`src/rtl/disp_pkg.sv`:
```
// Shared types, default timing constants and small decode helpers for the
// multiplexed four-digit display scanner.
// Latency: n/a (types and pure functions only). Backpressure: n/a.
package disp_pkg;

    // Scan FSM: BLANK is the dead-time / dimmed part of a slot, ON drives a cathode.
    typedef enum logic {
        BLANK = 1'b0,
        ON    = 1'b1
    } scan_state_t;

    typedef logic [1:0] digit_idx_t;
    typedef logic [3:0] nibble_t;

    // Default slot length (CLOCK_50 cycles per digit) and dead time per slot.
    localparam int DISP_DIV   = 16384;
    localparam int DISP_BLANK = 256;

    // Active-low one-hot cathode pattern for a digit index.
    function automatic logic [3:0] cathode_n(input digit_idx_t idx);
        cathode_n = ~(4'b0001 << idx);
    endfunction

    // Nibble of the 16-bit display word belonging to a digit index.
    function automatic nibble_t nibble_sel(input logic [15:0] word, input digit_idx_t idx);
        nibble_sel = word[{idx, 2'b00} +: 4];
    endfunction

    // True when the digit and every more-significant digit are zero.
    // Digit 0 is never reported as a leading zero.
    function automatic logic lead_zero(input logic [15:0] word, input digit_idx_t idx);
        case (idx)
            2'd3:    lead_zero = (word[15:12] == 4'h0);
            2'd2:    lead_zero = (word[15:8]  == 8'h00);
            2'd1:    lead_zero = (word[15:4]  == 12'h000);
            default: lead_zero = 1'b0;
        endcase
    endfunction

endpackage

```
`src/rtl/scan_timer.sv`:
```
// Slot timebase: free-running slot counter plus digit index and slot/frame strobes.
// Latency: strobes are combinational decodes of the registered counter.
// Backpressure: none; the counter runs every cycle and cannot be stalled.
//
// Ports:
//   CLOCK_50    in   system clock
//   reset_n     in   asynchronous active-low reset
//   cnt         out  position within the current slot, 0..DIV-1
//   digit_idx   out  digit currently being scanned, 0..3
//   slot_start  out  high while cnt == 0
//   slot_end    out  high while cnt == DIV-1
//   frame_end   out  high while cnt == DIV-1 on digit 3 (last cycle of a frame)
module scan_timer
    import disp_pkg::*;
#(
    parameter  int DIV   = DISP_DIV,
    localparam int CNT_W = $clog2(DIV)
) (
    input  logic             CLOCK_50,
    input  logic             reset_n,
    output logic [CNT_W-1:0] cnt,
    output logic [1:0]       digit_idx,
    output logic             slot_start,
    output logic             slot_end,
    output logic             frame_end
);

    // DIV is a power of two, so the natural binary wrap gives DIV-1 -> 0.
    always_ff @(posedge CLOCK_50 or negedge reset_n) begin
        if (!reset_n) begin
            cnt       <= '0;
            digit_idx <= 2'd0;
        end else begin
            cnt <= cnt + CNT_W'(1);
            if (slot_end) begin
                digit_idx <= digit_idx + 2'd1;
            end
        end
    end

    assign slot_start = (cnt == '0);
    assign slot_end   = (cnt == CNT_W'(DIV - 1));
    assign frame_end  = slot_end && (digit_idx == 2'd3);

endmodule

```
`src/rtl/disp_scan_ctrl.sv`:
```
// Four-digit multiplexed 7-segment scanner with PWM brightness and tear-free updates.
// Latency: ct/num/frame_done are registered, one cycle behind the scan FSM/timebase.
// Backpressure: none; load is a fire-and-forget strobe, the latest load before a frame wins.
//
// Ports:
//   CLOCK_50    in   system clock
//   reset_n     in   asynchronous active-low reset
//   value[15:0] in   four BCD/hex digits, [3:0] = digit 0 (rightmost)
//   load        in   one-cycle strobe, captures value into the pending register
//   brightness  in   on-time level 0..7, sampled at each slot start
//   ct[3:0]     out  active-low one-hot digit cathodes, 4'b1111 = all dark
//   num[3:0]    out  nibble of the digit being scanned (to the segment decoder)
//   frame_done  out  one-cycle pulse when a new display word takes effect
//
// Build option: define LEADING_ZERO_BLANK_EN to keep leading-zero digits 3..1 dark.
module disp_scan_ctrl
    import disp_pkg::*;
#(
    parameter int DIV          = DISP_DIV,
    parameter int BLANK_CYCLES = DISP_BLANK
) (
    input  logic        CLOCK_50,
    input  logic        reset_n,
    input  logic [15:0] value,
    input  logic        load,
    input  logic [2:0]  brightness,
    output logic [3:0]  ct,
    output logic [3:0]  num,
    output logic        frame_done
);

    localparam int                CNT_W      = $clog2(DIV);
    localparam logic [CNT_W-1:0]  BLANK_LAST = CNT_W'(BLANK_CYCLES - 1);

    logic [CNT_W-1:0] cnt;
    logic [CNT_W-1:0] cnt_nxt;
    logic [1:0]       digit_idx;
    logic             slot_start;
    logic             slot_end;
    logic             frame_end;

    logic [2:0]       phase;
    logic [2:0]       phase_nxt;
    logic [2:0]       bright_q;
    logic [15:0]      pend_reg;
    logic [15:0]      disp_reg;
    logic             digit_dark;
    scan_state_t      state;

    scan_timer #(
        .DIV (DIV)
    ) u_scan_timer (
        .CLOCK_50   (CLOCK_50),
        .reset_n    (reset_n),
        .cnt        (cnt),
        .digit_idx  (digit_idx),
        .slot_start (slot_start),
        .slot_end   (slot_end),
        .frame_end  (frame_end)
    );

    // A slot is split into eight equal phases; brightness b keeps the digit lit
    // through phase b. The exit test looks at the phase of the next count so the
    // FSM is already BLANK on the first cycle of phase b+1, which makes the lit
    // window exactly (b+1)*DIV/8 - BLANK_CYCLES cycles long.
    assign cnt_nxt   = cnt + CNT_W'(1);
    assign phase     = cnt[CNT_W-1 -: 3];
    assign phase_nxt = cnt_nxt[CNT_W-1 -: 3];

`ifdef LEADING_ZERO_BLANK_EN
    // disp_reg only changes on a frame boundary, so this is stable for a whole slot.
    assign digit_dark = lead_zero(disp_reg, digit_idx);
`else
    assign digit_dark = 1'b0;
`endif

    // Pending/display double buffer: loads land in pend_reg at any time, the
    // display word only changes on the last cycle of digit 3 so a frame never
    // mixes two values. A load on that exact cycle bypasses pend_reg.
    always_ff @(posedge CLOCK_50 or negedge reset_n) begin
        if (!reset_n) begin
            pend_reg <= 16'h0000;
            disp_reg <= 16'h0000;
            bright_q <= 3'd0;
        end else begin
            if (load) begin
                pend_reg <= value;
            end
            if (frame_end) begin
                disp_reg <= load ? value : pend_reg;
            end
            // Mid-slot brightness changes wait for the next slot.
            if (slot_start) begin
                bright_q <= brightness;
            end
        end
    end

    // Scan FSM and registered outputs. Outputs are derived from the current
    // state, so the pins follow the FSM one cycle later. num tracks the digit in
    // both states so the segment data settles before its cathode turns on.
    always_ff @(posedge CLOCK_50 or negedge reset_n) begin
        if (!reset_n) begin
            state      <= BLANK;
            ct         <= 4'b1111;
            num        <= 4'h0;
            frame_done <= 1'b0;
        end else begin
            case (state)
                BLANK: begin
                    if ((cnt == BLANK_LAST) && (phase <= bright_q)) begin
                        state <= ON;
                    end
                end
                ON: begin
                    if (slot_end || (phase_nxt > bright_q)) begin
                        state <= BLANK;
                    end
                end
                default: state <= BLANK;
            endcase

            ct         <= ((state == ON) && !digit_dark) ? cathode_n(digit_idx) : 4'b1111;
            num        <= nibble_sel(disp_reg, digit_idx);
            frame_done <= frame_end;
        end
    end

endmodule

```
`config.mk`:
```
export PLATFORM = sky130hd
export DESIGN_NAME = disp_scan_ctrl
export DESIGN_NICKNAME = d
export VERILOG_FILES = /design/src/rtl/disp_pkg.sv /design/src/rtl/scan_timer.sv /design/src/rtl/disp_scan_ctrl.sv
export SDC_FILE = /design/constraint.sdc
export NUM_CORES = 1
export LEC_CHECK = 0
export ABC_AREA = 1
export BUFFER_PORTS_ARGS = -buffer_cell sky130_fd_sc_hd__buf_2
export CORE_ASPECT_RATIO = 1.4
export CORE_UTILIZATION = 58
export CTS_BUF_LIST = sky130_fd_sc_hd__clkbuf_16
export DETAILED_ROUTE_END_ITERATION = 16
export GPL_TIMING_DRIVEN = 0
export PLACE_DENSITY = 0.91
export SLEW_MARGIN = 20
export SYNTH_ARGS = -nofsm -noshare
export SYNTH_HDL_FRONTEND = slang
export SYNTH_HIERARCHICAL = 1
export SYNTH_SLANG_ARGS = --single-unit
```
`constraint.sdc`:
```
create_clock -name CLOCK_50 -period 2.7 [get_ports CLOCK_50]
set_input_delay 0.135 -clock CLOCK_50 [delete_from_list [all_inputs] [get_ports CLOCK_50]]
set_output_delay 0.135 -clock CLOCK_50 [all_outputs]
set_load 0.02 [all_outputs]
```
Yosys cells after proc, flatten, opt, wreduce, memory -nomap -nowiden --
Index checks and enable logic that the tools add are counted.
Word-level totals: flip-flop bits (word level) 61, bits in latches 0, bits in writable memories 0, bits in read-only memories 0, input bits 22, output and inout bits 9, logic and storage cells 29, memories 0
Operators by class: $add $sub $neg 2, multiply operators 0, divide/modulo/power cells 0, order comparisons 2, equality and inequality tests 3, shift operators 2, multiplexer cells 5, bitwise logic cells 2, reduce and logical (&&, ||, !) cells 4
Operators by type and width (count):
- 2-to-1 mux 16 bit | 1
- variable part select 16 x 5 -> 4 bit | 1
- adder 14 x 1 -> 14 bit, second input constant | 1
- == test 14 bit, second input constant | 1
- == test 14 x 8 -> 1 bit, second input constant | 1
- zero test 14 bit | 1
- 2-to-1 mux 4 bit | 1
- NOT 4 bit | 1
- << shifter 1 x 2 -> 4 bit, first input constant | 1
- > comparator 3 bit | 1
- <= comparator 3 bit | 1
- adder 2 x 1 -> 2 bit, second input constant | 1
- == test 2 bit, second input constant | 1
- logical AND 1 bit | 2
- 2-to-1 mux 1 bit | 2
- one-hot mux 1 bit (2 select lines) | 1
- logical OR 1 bit | 1
- NOT 1 bit | 1

Logic depth before layout (Yosys ltp) --
Gate-level depths: netlist of the first run.
depth in word-level cells 5, depth in mapped cells 12, depth with buffers taken out 12

By module --
Netlist of the first run, hierarchy kept.
Modules (own cells, without submodules):
- disp_scan_ctrl | times used 1, cells each 214, area each 2049.5 µm², sequential area each 1131.1 µm²
- scan_timer | times used 1, cells each 105, area each 857.1 µm², sequential area each 400.4 µm²

Least setup slack after synthesis of the first run --
OpenSTA, ideal clock, no wires.
path type register -> register, start register u_scan_timer.cnt[0], end register disp_reg[10], setup time 0.125 ns, data arrival time 1.762 ns, required time 2.575 ns, slack 0.813 ns, stages on the path, launching flop included 8, path buffers 1, clock period less this slack 1.887 ns, cell sequence dfrtp_1 -> ha_1 -> nand3_4 -> nor2_4 -> nand2_2 -> nor2_1 -> clkbuf_1 -> mux2_2
On the way: longest elaborated chain between the ends 2
RTL lines:
- start: declaration | RTL line scan_timer.sv:21 | output logic [CNT_W-1:0] cnt,
- start signal: assignment | RTL line scan_timer.sv:34 | cnt <= cnt + CNT_W'(1);
- == test 14 bit | RTL line scan_timer.sv:42 | assign slot_end = (cnt == CNT_W'(DIV - 1));
- logical AND 1 bit | RTL line scan_timer.sv:43 | assign frame_end = slot_end && (digit_idx == 2'd3);
- via frame_end | RTL line disp_scan_ctrl.sv:40 | logic frame_end;
- end signal: assignment | RTL line disp_scan_ctrl.sv:90 | disp_reg <= load ? value : pend_reg;
- end: declaration | RTL line disp_scan_ctrl.sv:46 | logic [15:0] disp_reg;
The timed path passes the listed nets, and every way through them passes these cells. A chain may end at the register's enable or synchronous reset.

Worst setup path after layout of the first run --
Ends and elaborated chain as after synthesis.

==> results of run 1 <==
area by class of cell:
type | count | area (um2)
inverter | 49 | 184
multi-input combinational | 204 | 1150
clock inverter | 7 | 91.3
fill | 299 | 1380
timing repair buffer | 31 | 163
clock buffer | 9 | 225
buffer | 5 | 38.8
tap | 64 | 80.1
sequential | 61 | 1530
cell usage after synthesis (3+ instances only):
cell type   n  area share
dfrtp_1    57        0.49
dfstp_2     4       0.036
ha_1        9       0.039
inv_1      48       0.062
mux2_2     13       0.050
nand2_1    86        0.11
nand3_1    18       0.031
nand3b_1    3      0.0077
nand4_1     6       0.013
nor2_1     25       0.032
o2111ai_1   4       0.012
o21ai_0    14       0.024
o21ai_2    10       0.030
xor2_1      5       0.015
layer usage:
layer  vias up  routed length (um)  part of all wire  GRT usage
met5         -                   0                 0          0
met4         0                 235             0.038      0.178
met3        26                 298             0.048     0.0754
met2        86                3320              0.53      0.476
met1      1116                2380              0.38      0.315
li1       1099                   -                 -          -
power breakdown:
part / internal [mW] / leakage, nW / switching [mW]
Sequential: 0.939 / 0.767 / 0.00809
Clock: 0.803 / 0.161 / 0.413
Combinational: 0.0349 / 0.826 / 0.0633
Total: 1.78 / 1.75 / 0.485
critical path: stages, from the launching register on:
cell and delay, ns:
dfrtp_1 0.47, ha_1 0.27, nand3_4 0.12, nor2_4 0.20
nand2_2 0.10, nor2_1 0.20, clkbuf_1 0.38, mux2_2 0.40
cell usage in the layout (no fill, tap or decap), drive strengths merged, types with 2 or more instances in the layout:
cell and n:
nand3 20, nand2 87, buf 34, nor2 28, xor2 5, dfrtp 57
clkbuf 10, nand3b 3, nand4 6, ha 9, a21oi 2, bufinv 2
o2111ai 4, dfstp 4, xnor2 2, inv 50, clkinv 4, mux2 13
o21ai 24
timing repair:
action                                 CTS  global route
hold buffers                             1             0
endpoints found under the hold margin   57             0
resized for setup                        0             0
stage by stage:
step,power (mW),instance area (um2),instances,util,hold slack [ns]
final,2.26,3470,430,0.716,0.0177
after global routing,2.34,3470,430,0.716,0.0287
after CTS,2.27,3470,430,0.716,0.0174
after detailed placement,1.06,3140,413,0.648,0.242
after global placement,1.05,3140,413,0.648,0.338
after floorplan,1.01,2910,319,-,-0.161
path summary, 6_finish.rpt:
check	startpoint	endpoint	cells after the start	slack (ns)
worst max-delay path	u_scan_timer/cnt[0]	disp_reg[10]	7	0.44
worst min-delay path	brightness[2]	bright_q[2]	3	0.02
worst max register to register	u_scan_timer/cnt[0]	disp_reg[10]	7	0.44
worst min register to register	disp_reg[9]	num[1]	2	0.49
max in group asynchronous	reset_n	u_scan_timer/cnt[5]	2	1.80
min in group asynchronous	reset_n	pend_reg[0]	2	0.41
kinds of logic (layout without fill, tap and decap cells):
family,after synthesis,in the layout,synth area share
compound gates,30,30,0.0697
xor+xnor,7,7,0.0211
fa+ha+maj,9,9,0.0387
buf+inv,54,101,0.0766
flops,61,61,0.527
mux,13,13,0.0504
simple gates,145,145,0.217
==> qor.yml, run 1 <==
finClkSkew_ns: 0.00511
drt-wirelength-per-cell_um: 14.5
fin_nets: 392
startpoint_type: "flip-flop"
clock.fmax_mhz: 443
track_usage: 0.287
cts_made_buffers: 9
max_cap_viol_count: 0
drv_slew: 0
diodes: 0
yosysWarnings: 6
synth_edf_count: 0
syn_nets: 350
grt_antenna_before_repair: 0
fin_ws_ns: 0.445
die_x_um: 61.8
ios: 31
final_layout_size_suffix_gt1_frac: 0.227
clkLatencyLatePin_ns: 0.33
tns_ns: 0
firstDrtPassIters: 4
clk_pin_slew_ns: 0.05
dieHeight_um: 85.8
grt_start_max_net_pins: 62
cellLeakagePower_nw: 1.75
clock_sink_count: 61
syn_avg_cell_area_um2: 9.11
totalWireLength_um: 6230
grt_pass1_wl_um: 10700
criticalPathCategory: "flip-flop to flip-flop"
initial_utilization: 0.600
peakVddDrop_v: 0.000371
core_um2: 4840
dpl_worst_slack_ns: 0.500
place_congestion: 0.810
portBuffers: 30
hold_class: "input pin to flip-flop"
postCtsSetupBuffers: 0
overflow: 0
cp-end-kind: "flip-flop"
cts-root-buf: "clkbuf_16"
ys_types: 27
rows: 30
rsz0062_at_grt: "false"
worstMarginPinSlew_ns: 0.734
drtIter0Drc: 232
setup_viol: 0
drt_drc_violations_left: 0
power.density_nw_per_um2: 653
synth_area_um2: 2910
timing.final.crit_share: 0.835
ys_ff_latch: 61
fin_crit_ns: 2.26
ys_seq_area_frac: 0.527
cts_max_level: 3
path_max_fanout: 10
status: "finished, final reports clean"
cts_buffer_depth: 2
hold_viol_final: 0
area.growth.synth_to_final_pct: 19.2
async_flop_share: 1.00
antenna_left: 0
via_per_inst: 5.41
synth_ff_type: "dfrtp_1"
num_vias: 2327
postSynthCellCount: 319
dieArea_um2: 5300
relSlewSlack: 0.510
grt_pass1_vias: 2295
critPathRequiredTime_ns: 2.91
cts_tree: "done"
worstPathArrival_ns: 2.46
dp_hpwl_um: 3960
Note: power is estimated with default switching activity, not from simulation.
==> run 2: changes to the inputs <==
==> constraint.sdc (replaced) <==
create_clock -name CLOCK_50 -period 2.3 [get_ports CLOCK_50]
set_input_delay 0.115 -clock CLOCK_50 [delete_from_list [all_inputs] [get_ports CLOCK_50]]
set_output_delay 0.115 -clock CLOCK_50 [all_outputs]
set_load 0.02 [all_outputs]
==> run 2 against run 1 <==
Clock power is 17% higher. Global-route usage stayed put. Sequential share of layout area is 0.17 points lower. Flip-flop and latch count stayed put. Non-clock buffer count is 1 higher. Largest cell class unchanged. Largest power group unchanged.
==> qor.yml, run 2 (synthesis gave the netlist of run 1 again) <==
status: "finished, final reports clean"  # unchanged
totalWireLength_um: 6230  # about the same
dp_hpwl_um: 3960  # unchanged
hold_viol_final: 0  # unchanged
fin_crit_ns: 2.15  # was 2.26 ns
grt_pass1_vias: 2295  # unchanged
multi_input_area_um2: 1150  # unchanged
peakVddDrop_v: 0.000439  # was 0.000371 V
path_max_fanout: 10  # unchanged
critPathRequiredTime_ns: 2.51  # was 2.91 ns
drtIter0Drc: 209  # was 232
ios: 31  # unchanged
grt_antenna_before_repair: 0  # unchanged
cts-root-buf: "clkbuf_16"  # unchanged
portBuffers: 30  # unchanged
max_cap_viol_count: 0  # unchanged
tns_ns: 0  # unchanged
hold_class: "input pin to flip-flop"  # unchanged
core_um2: 4840  # unchanged
finClkSkew_ns: 0.00480  # was 0.00511 ns
clk_pin_slew_ns: 0.05  # about the same
whs_ns: 0.000792  # was 0.0177 ns
cp-end-kind: "flip-flop"  # unchanged
cts_tree: "done"  # unchanged
crit_path_start: "u_scan_timer/cnt[0]"  # unchanged
fin_nets: 393  # was 392
fillers: 299  # unchanged
grt_start_max_net_pins: 62  # unchanged
relSlewSlack: 0.513  # was 0.510
cts_max_level: 3  # unchanged
power.density_nw_per_um2: 763  # was 653 nW/um2
drt-wirelength-per-cell_um: 14.5  # about the same
die_x_um: 61.8  # unchanged
diodes: 0  # unchanged
grt_pass1_wl_um: 10700  # unchanged
drv_slew: 0  # unchanged
r2r_start: "u_scan_timer/cnt[0]"  # unchanged
postCtsSetupBuffers: 0  # unchanged
startpoint_type: "flip-flop"  # unchanged
cts_buffer_depth: 2  # unchanged
timing.final.crit_share: 0.934  # was 0.835
p_total_mw: 2.65  # was 2.26 mW
area.growth.synth_to_final_pct: 19.7  # was 19.2%
r2r_setup_slack_ns: 0.15  # was 0.44 ns
clock.fmax_mhz: 465  # was 443 MHz
worstPathArrival_ns: 2.35  # was 2.46 ns
final_layout_size_suffix_gt1_frac: 0.229  # was 0.227
place_congestion: 0.810  # unchanged
criticalPathCategory: "flip-flop to flip-flop"  # unchanged
track_usage: 0.287  # unchanged
firstDrtPassIters: 4  # unchanged
layout_commonest_cell: "nand2_1"  # unchanged
num_vias: 2306  # was 2327
initial_utilization: 0.600  # unchanged
rsz0062_at_grt: "false"  # unchanged
mostFrequentLayoutCells: "86 x nand2_1, 57 x dfrtp_1, 49 x inv_1"  # unchanged
rows: 30  # unchanged
setup_viol: 0  # unchanged
antenna_left: 0  # unchanged
cts_made_buffers: 9  # unchanged
dieHeight_um: 85.8  # unchanged
cellLeakagePower_nw: 1.76  # was 1.75 nW
clkLatencyLatePin_ns: 0.33  # about the same
via_per_inst: 5.35  # was 5.41
regArea_um2: 1530  # unchanged
drt_drc_violations_left: 0  # unchanged
overflow: 0  # unchanged
clock_sink_count: 61  # unchanged
min-delay-start: "brightness[1]"  # was brightness[2]
worstMarginPinSlew_ns: 0.731  # was 0.734 ns
dieArea_um2: 5300  # unchanged
## run 2: final cells by class
cell class | count | share of cell area
Multi-Input combinational cell | 204 | 0.331
Buffer | 5 | 0.0122
Sequential cell | 61 | 0.440
Tap cell | 64 | 0.0230
Clock buffer | 9 | 0.0647
Clock inverter | 7 | 0.0262
Timing Repair Buffer | 32 | 0.0496
Inverter | 49 | 0.0529
## run 2: critical path, stage by stage (launching register included)
cell and delay [ns]:
dfrtp_1 0.47, ha_1 0.27, nand3_4 0.12, nor2_4 0.20
nand2_2 0.10, nor2_1 0.22, clkbuf_4 0.28, mux2_2 0.37
## run 2: path summary, 6_finish.rpt
path                       depth (start not counted)           to
max                                                7  disp_reg[2]
min                                                3  bright_q[1]
max reg2reg                                        7  disp_reg[2]
min reg2reg                                        2       num[1]
max in group asynchronous                          2        state
min in group asynchronous                          2  pend_reg[0]
## run 2: per-layer routing
layer / GRT usage / vias to the layer above / part of all wire
li1: - / 1098 / -
met1: 0.315 / 1117 / 0.38
met2: 0.476 / 67 / 0.54
met3: 0.0754 / 24 / 0.043
met4: 0.178 / 0 / 0.036
met5: 0 / - / 0
## run 2: power by group
part           switching (mW)  internal [mW]  total [mW]  leakage [nW]
Clock                   0.484          0.943        1.43         0.161
Sequential            0.00964           1.10        1.11         0.767
Combinational          0.0745         0.0421       0.117         0.832
Total                   0.568           2.09        2.65          1.76
## run 2: what timing repair did
action                     4_1_cts  5_1_grt
hold buffers                     2        0
hold endpoints to repair        58        0
setup endpoints to repair        0        5
gates resized for setup          0        3
## run 2: metrics by stage
| stage | instance area (um2) | worst slack [ns] | instances | util |
|---|---|---|---|---|
| finish | 3480 | 0.151 | 431 | 0.719 |
| global route | 3480 | 0.0179 | 431 | 0.719 |
| CTS | 3480 | 0.0579 | 431 | 0.718 |
| detailed placement | 3140 | 0.100 | 413 | 0.648 |
| global placement | 3140 | 0.138 | 413 | 0.648 |
| floorplan | 2910 | 0.413 | 319 | - |
==> run 3: changes to the inputs <==
--- a/config.mk
+++ b/config.mk
@@ -16,5 +16,4 @@
 export SLEW_MARGIN = 20
 export SYNTH_ARGS = -nofsm -noshare
 export SYNTH_HDL_FRONTEND = slang
-export SYNTH_HIERARCHICAL = 1
 export SYNTH_SLANG_ARGS = --single-unit
==> run 3 against run 2 <==
Clock skew is 0.0048 ns higher. Total power is 7.3% lower. Critical path depth is 6 higher. Routed wire length is 4.8% lower. Synthesized area is 0.82% lower. Global-route usage is 2.1 points lower. Sequential share of layout area is 0.97 points higher. Clock-buffer cell count stayed put. Hold slack better by 0.027 ns. Fmax is 8.4% higher. Critical path type unchanged. Largest power group unchanged.
==> qor.yml, run 3 <==
totalWireLength_um: 5930  # was 6230 um
core_um2: 4800  # was 4840 um2
clock.fmax_mhz: 505  # was 465 MHz
pwr-share-clk: 0.509  # was 0.537
postCtsResizedCells: 0  # unchanged
max_cap_viol_count: 0  # unchanged
ys_seq_area_frac: 0.531  # was 0.527
clkLatencyLatePin_ns: 0.33  # about the same
mostFrequentLayoutCells: "87 x nand2_1, 57 x dfrtp_1, 39 x inv_1"  # was 86 x nand2_1, 57 x dfrtp_1, 49 x inv_1
diodes: 0  # unchanged
drt_drc_violations_left: 0  # unchanged
path_max_fanout: 5  # was 10
tns_ns: 0  # unchanged
track_usage: 0.267  # was 0.287
power.density_nw_per_um2: 723  # was 763 nW/um2
cts_made_buffers: 9  # unchanged
seqPwrFrac: 0.452  # was 0.419
hold_buffers: 1  # was 2
worstMarginPinSlew_ns: 0.734  # was 0.731 ns
p_comb_frac: 0.039  # was 0.044
synth_area_um2: 2880  # was 2910 um2
fin_nets: 390  # was 393
die_x_um: 61.6  # was 61.8 um
antenna_left: 0  # unchanged
final_layout_size_suffix_gt1_frac: 0.177  # was 0.229
hold_class: "input pin to flip-flop"  # unchanged
ys_top_cells_by_area: "dfrtp_1 49%, nand2_1 11%, ha_1 5.2%"  # was dfrtp_1 49%, nand2_1 11%, inv_1 6.2%
p_int_mw: 1.95  # was 2.09 mW
relSlewSlack: 0.511  # was 0.513
clk_pin_slew_ns: 0.05  # about the same
synth_edf_count: 0  # unchanged
yosysMostFrequentCell: "nand2_1"  # unchanged
drt-wirelength-per-cell_um: 14.0  # was 14.5 um
rows: 30  # unchanged
peakVddDrop_v: 0.000679  # was 0.000439 V
ys_types: 26  # was 27
timing.final.crit_share: 0.862  # was 0.934
grt_start_max_net_pins: 62  # unchanged
synth_ff_type: "dfrtp_1"  # unchanged
ios: 31  # unchanged
yosys.area.top_type: "dfrtp_1"  # unchanged
netlist.area_leader.share: 0.495  # was 0.491
layout_commonest_cell: "nand2_1"  # unchanged
critPathRequiredTime_ns: 2.56  # was 2.51 ns
syn_avg_cell_area_um2: 9.18  # was 9.11 um2
via_per_inst: 5.24  # was 5.35
finClkSkew_ns: 0.00959  # was 0.00480 ns
drv_slew: 0  # unchanged
cts_buffer_depth: 2  # unchanged
cp-end-kind: "flip-flop"  # unchanged
place_congestion: 0.868  # was 0.810
portBuffers: 30  # unchanged
cellLeakagePower_nw: 1.65  # was 1.76 nW
ys_top_cells_by_count: "87 x nand2_1, 57 x dfrtp_1, 35 x inv_1, 24 x o21ai_0, 22 x nor2_1"  # was 86 x nand2_1, 57 x dfrtp_1, 48 x inv_1, 25 x nor2_1, 18 x nand3_1
worstPathArrival_ns: 2.24  # was 2.35 ns
cts-root-buf: "clkbuf_16"  # unchanged
syn_nets: 348  # was 350
postSynthCellCount: 314  # was 319
status: "finished, final reports clean"  # unchanged
dp_hpwl_um: 3990  # was 3960 um
grt_pass1_wl_um: 10000  # was 10700 um
fin_util: 0.709  # was 0.719
dieHeight_um: 85.4  # was 85.8 um
ys_ff_latch: 61  # unchanged
firstDrtPassIters: 4  # unchanged
hold_viol_final: 0  # unchanged
overflow: 0  # unchanged
area.growth.synth_to_final_pct: 18.1  # was 19.7%
drtIter0Drc: 105  # was 209
async_flop_share: 1.00  # unchanged
num_vias: 2227  # was 2306
grt_antenna_before_repair: 0  # unchanged
switching_share: 0.208  # was 0.214
grt_pass1_vias: 2354  # was 2295
postCtsSetupBuffers: 0  # unchanged
criticalPathCategory: "flip-flop to flip-flop"  # unchanged
switching_power_uw: 511  # was 568 uW
clock_sink_count: 61  # unchanged
fin_crit_ns: 1.98  # was 2.15 ns
startpoint_type: "flip-flop"  # unchanged
setup_viol: 0  # unchanged
dieArea_um2: 5260  # was 5300 um2
cts_tree: "done"  # unchanged
yosysWarnings: 0  # was 6
fillers: 370  # was 299
initial_utilization: 0.600  # about the same
cts_max_level: 3  # unchanged
rsz0062_at_grt: "false"  # unchanged
[run 3: cell count changes after synthesis, moves of 4 or more]
cell	before	now
inv_1	48	35
mux2_2	13	0
nand4_1	6	18
o2111ai_1	4	0
o21ai_0	14	24
o21ai_2	10	0
o22ai_1	0	4
[run 3: cells by family after synthesis]
| kind of cell | after synthesis | synth area share |
|---|---|---|
| fa+ha+maj | 12 | 0.0521 |
| buf+inv | 48 | 0.0855 |
| flops | 61 | 0.531 |
| compound gates | 30 | 0.0538 |
| xor+xnor | 10 | 0.0304 |
| simple gates | 153 | 0.247 |
[run 3: per-stage QoR]
stage / hold WS, ns / total power [mW] / instance area, um2 / setup WS, ns / cells
after floorplan: -0.181 / 1.17 / 2880 / 0.554 / 314
after global routing: 0.0314 / 2.54 / 3400 / 0.126 / 425
final: 0.0276 / 2.46 / 3400 / 0.318 / 425
after global placement: 0.350 / 1.22 / 3110 / 0.401 / 408
after CTS: 0.0225 / 2.48 / 3400 / 0.309 / 425
after detailed placement: 0.225 / 1.22 / 3120 / 0.324 / 408
[run 3: area by class of cell]
type,count,area (um2),area share
Clock buffer,9,225,0.0662
Clock inverter,7,53.8,0.0158
Buffer,11,108,0.0316
Timing Repair Buffer,31,163,0.0478
Inverter,37,139,0.0408
Multi-Input combinational cell,205,1100,0.325
Sequential cell,61,1530,0.450
Tap cell,64,80.1,0.0235
[run 3: power groups by stage]
stage                     Clock, mW  Sequential (mW)  Combinational (mW)
final                          1.25             1.11              0.0957
after global routing           1.31             1.11               0.112
after CTS                      1.27             1.11              0.0969
after detailed placement          0             1.13              0.0946
after global placement            0             1.13              0.0898
after floorplan                   0             1.13              0.0416
[run 3: path summary, 6_finish.rpt]
path	start	endpoint	slack, ns	cells past startpoint
max reg2reg	u_scan_timer.cnt[2]	state	0.32	13
max	u_scan_timer.cnt[2]	state	0.32	13
min reg2reg	disp_reg[9]	disp_reg[9]	0.47	2
min	brightness[0]	bright_q[0]	0.03	3
max in group asynchronous	reset_n	u_scan_timer.cnt[3]	1.41	2
min in group asynchronous	reset_n	pend_reg[13]	0.39	2
[run 3: metal layers]
| layer | up-vias | wire length [um] | GRT usage |
|---|---|---|---|
| met5 | - | 0 | 0 |
| met4 | 0 | 228 | 0.154 |
| met3 | 19 | 195 | 0.0777 |
| met2 | 58 | 3270 | 0.468 |
| met1 | 1058 | 2230 | 0.265 |
| li1 | 1092 | - | - |
[run 3: critical path, cell delays in order (launching register included)]
cell	delay, ns
dfrtp_1	0.44
nand2_1	0.13
nor2_4	0.16
nand2_1	0.13
nor2_2	0.17
nand2_1	0.07
nand2_1	0.05
nand2_1	0.07
ha_1	0.31
a21oi_1	0.15
nand2_1	0.06
nand2_1	0.07
nand3_1	0.07
nand2_1	0.06
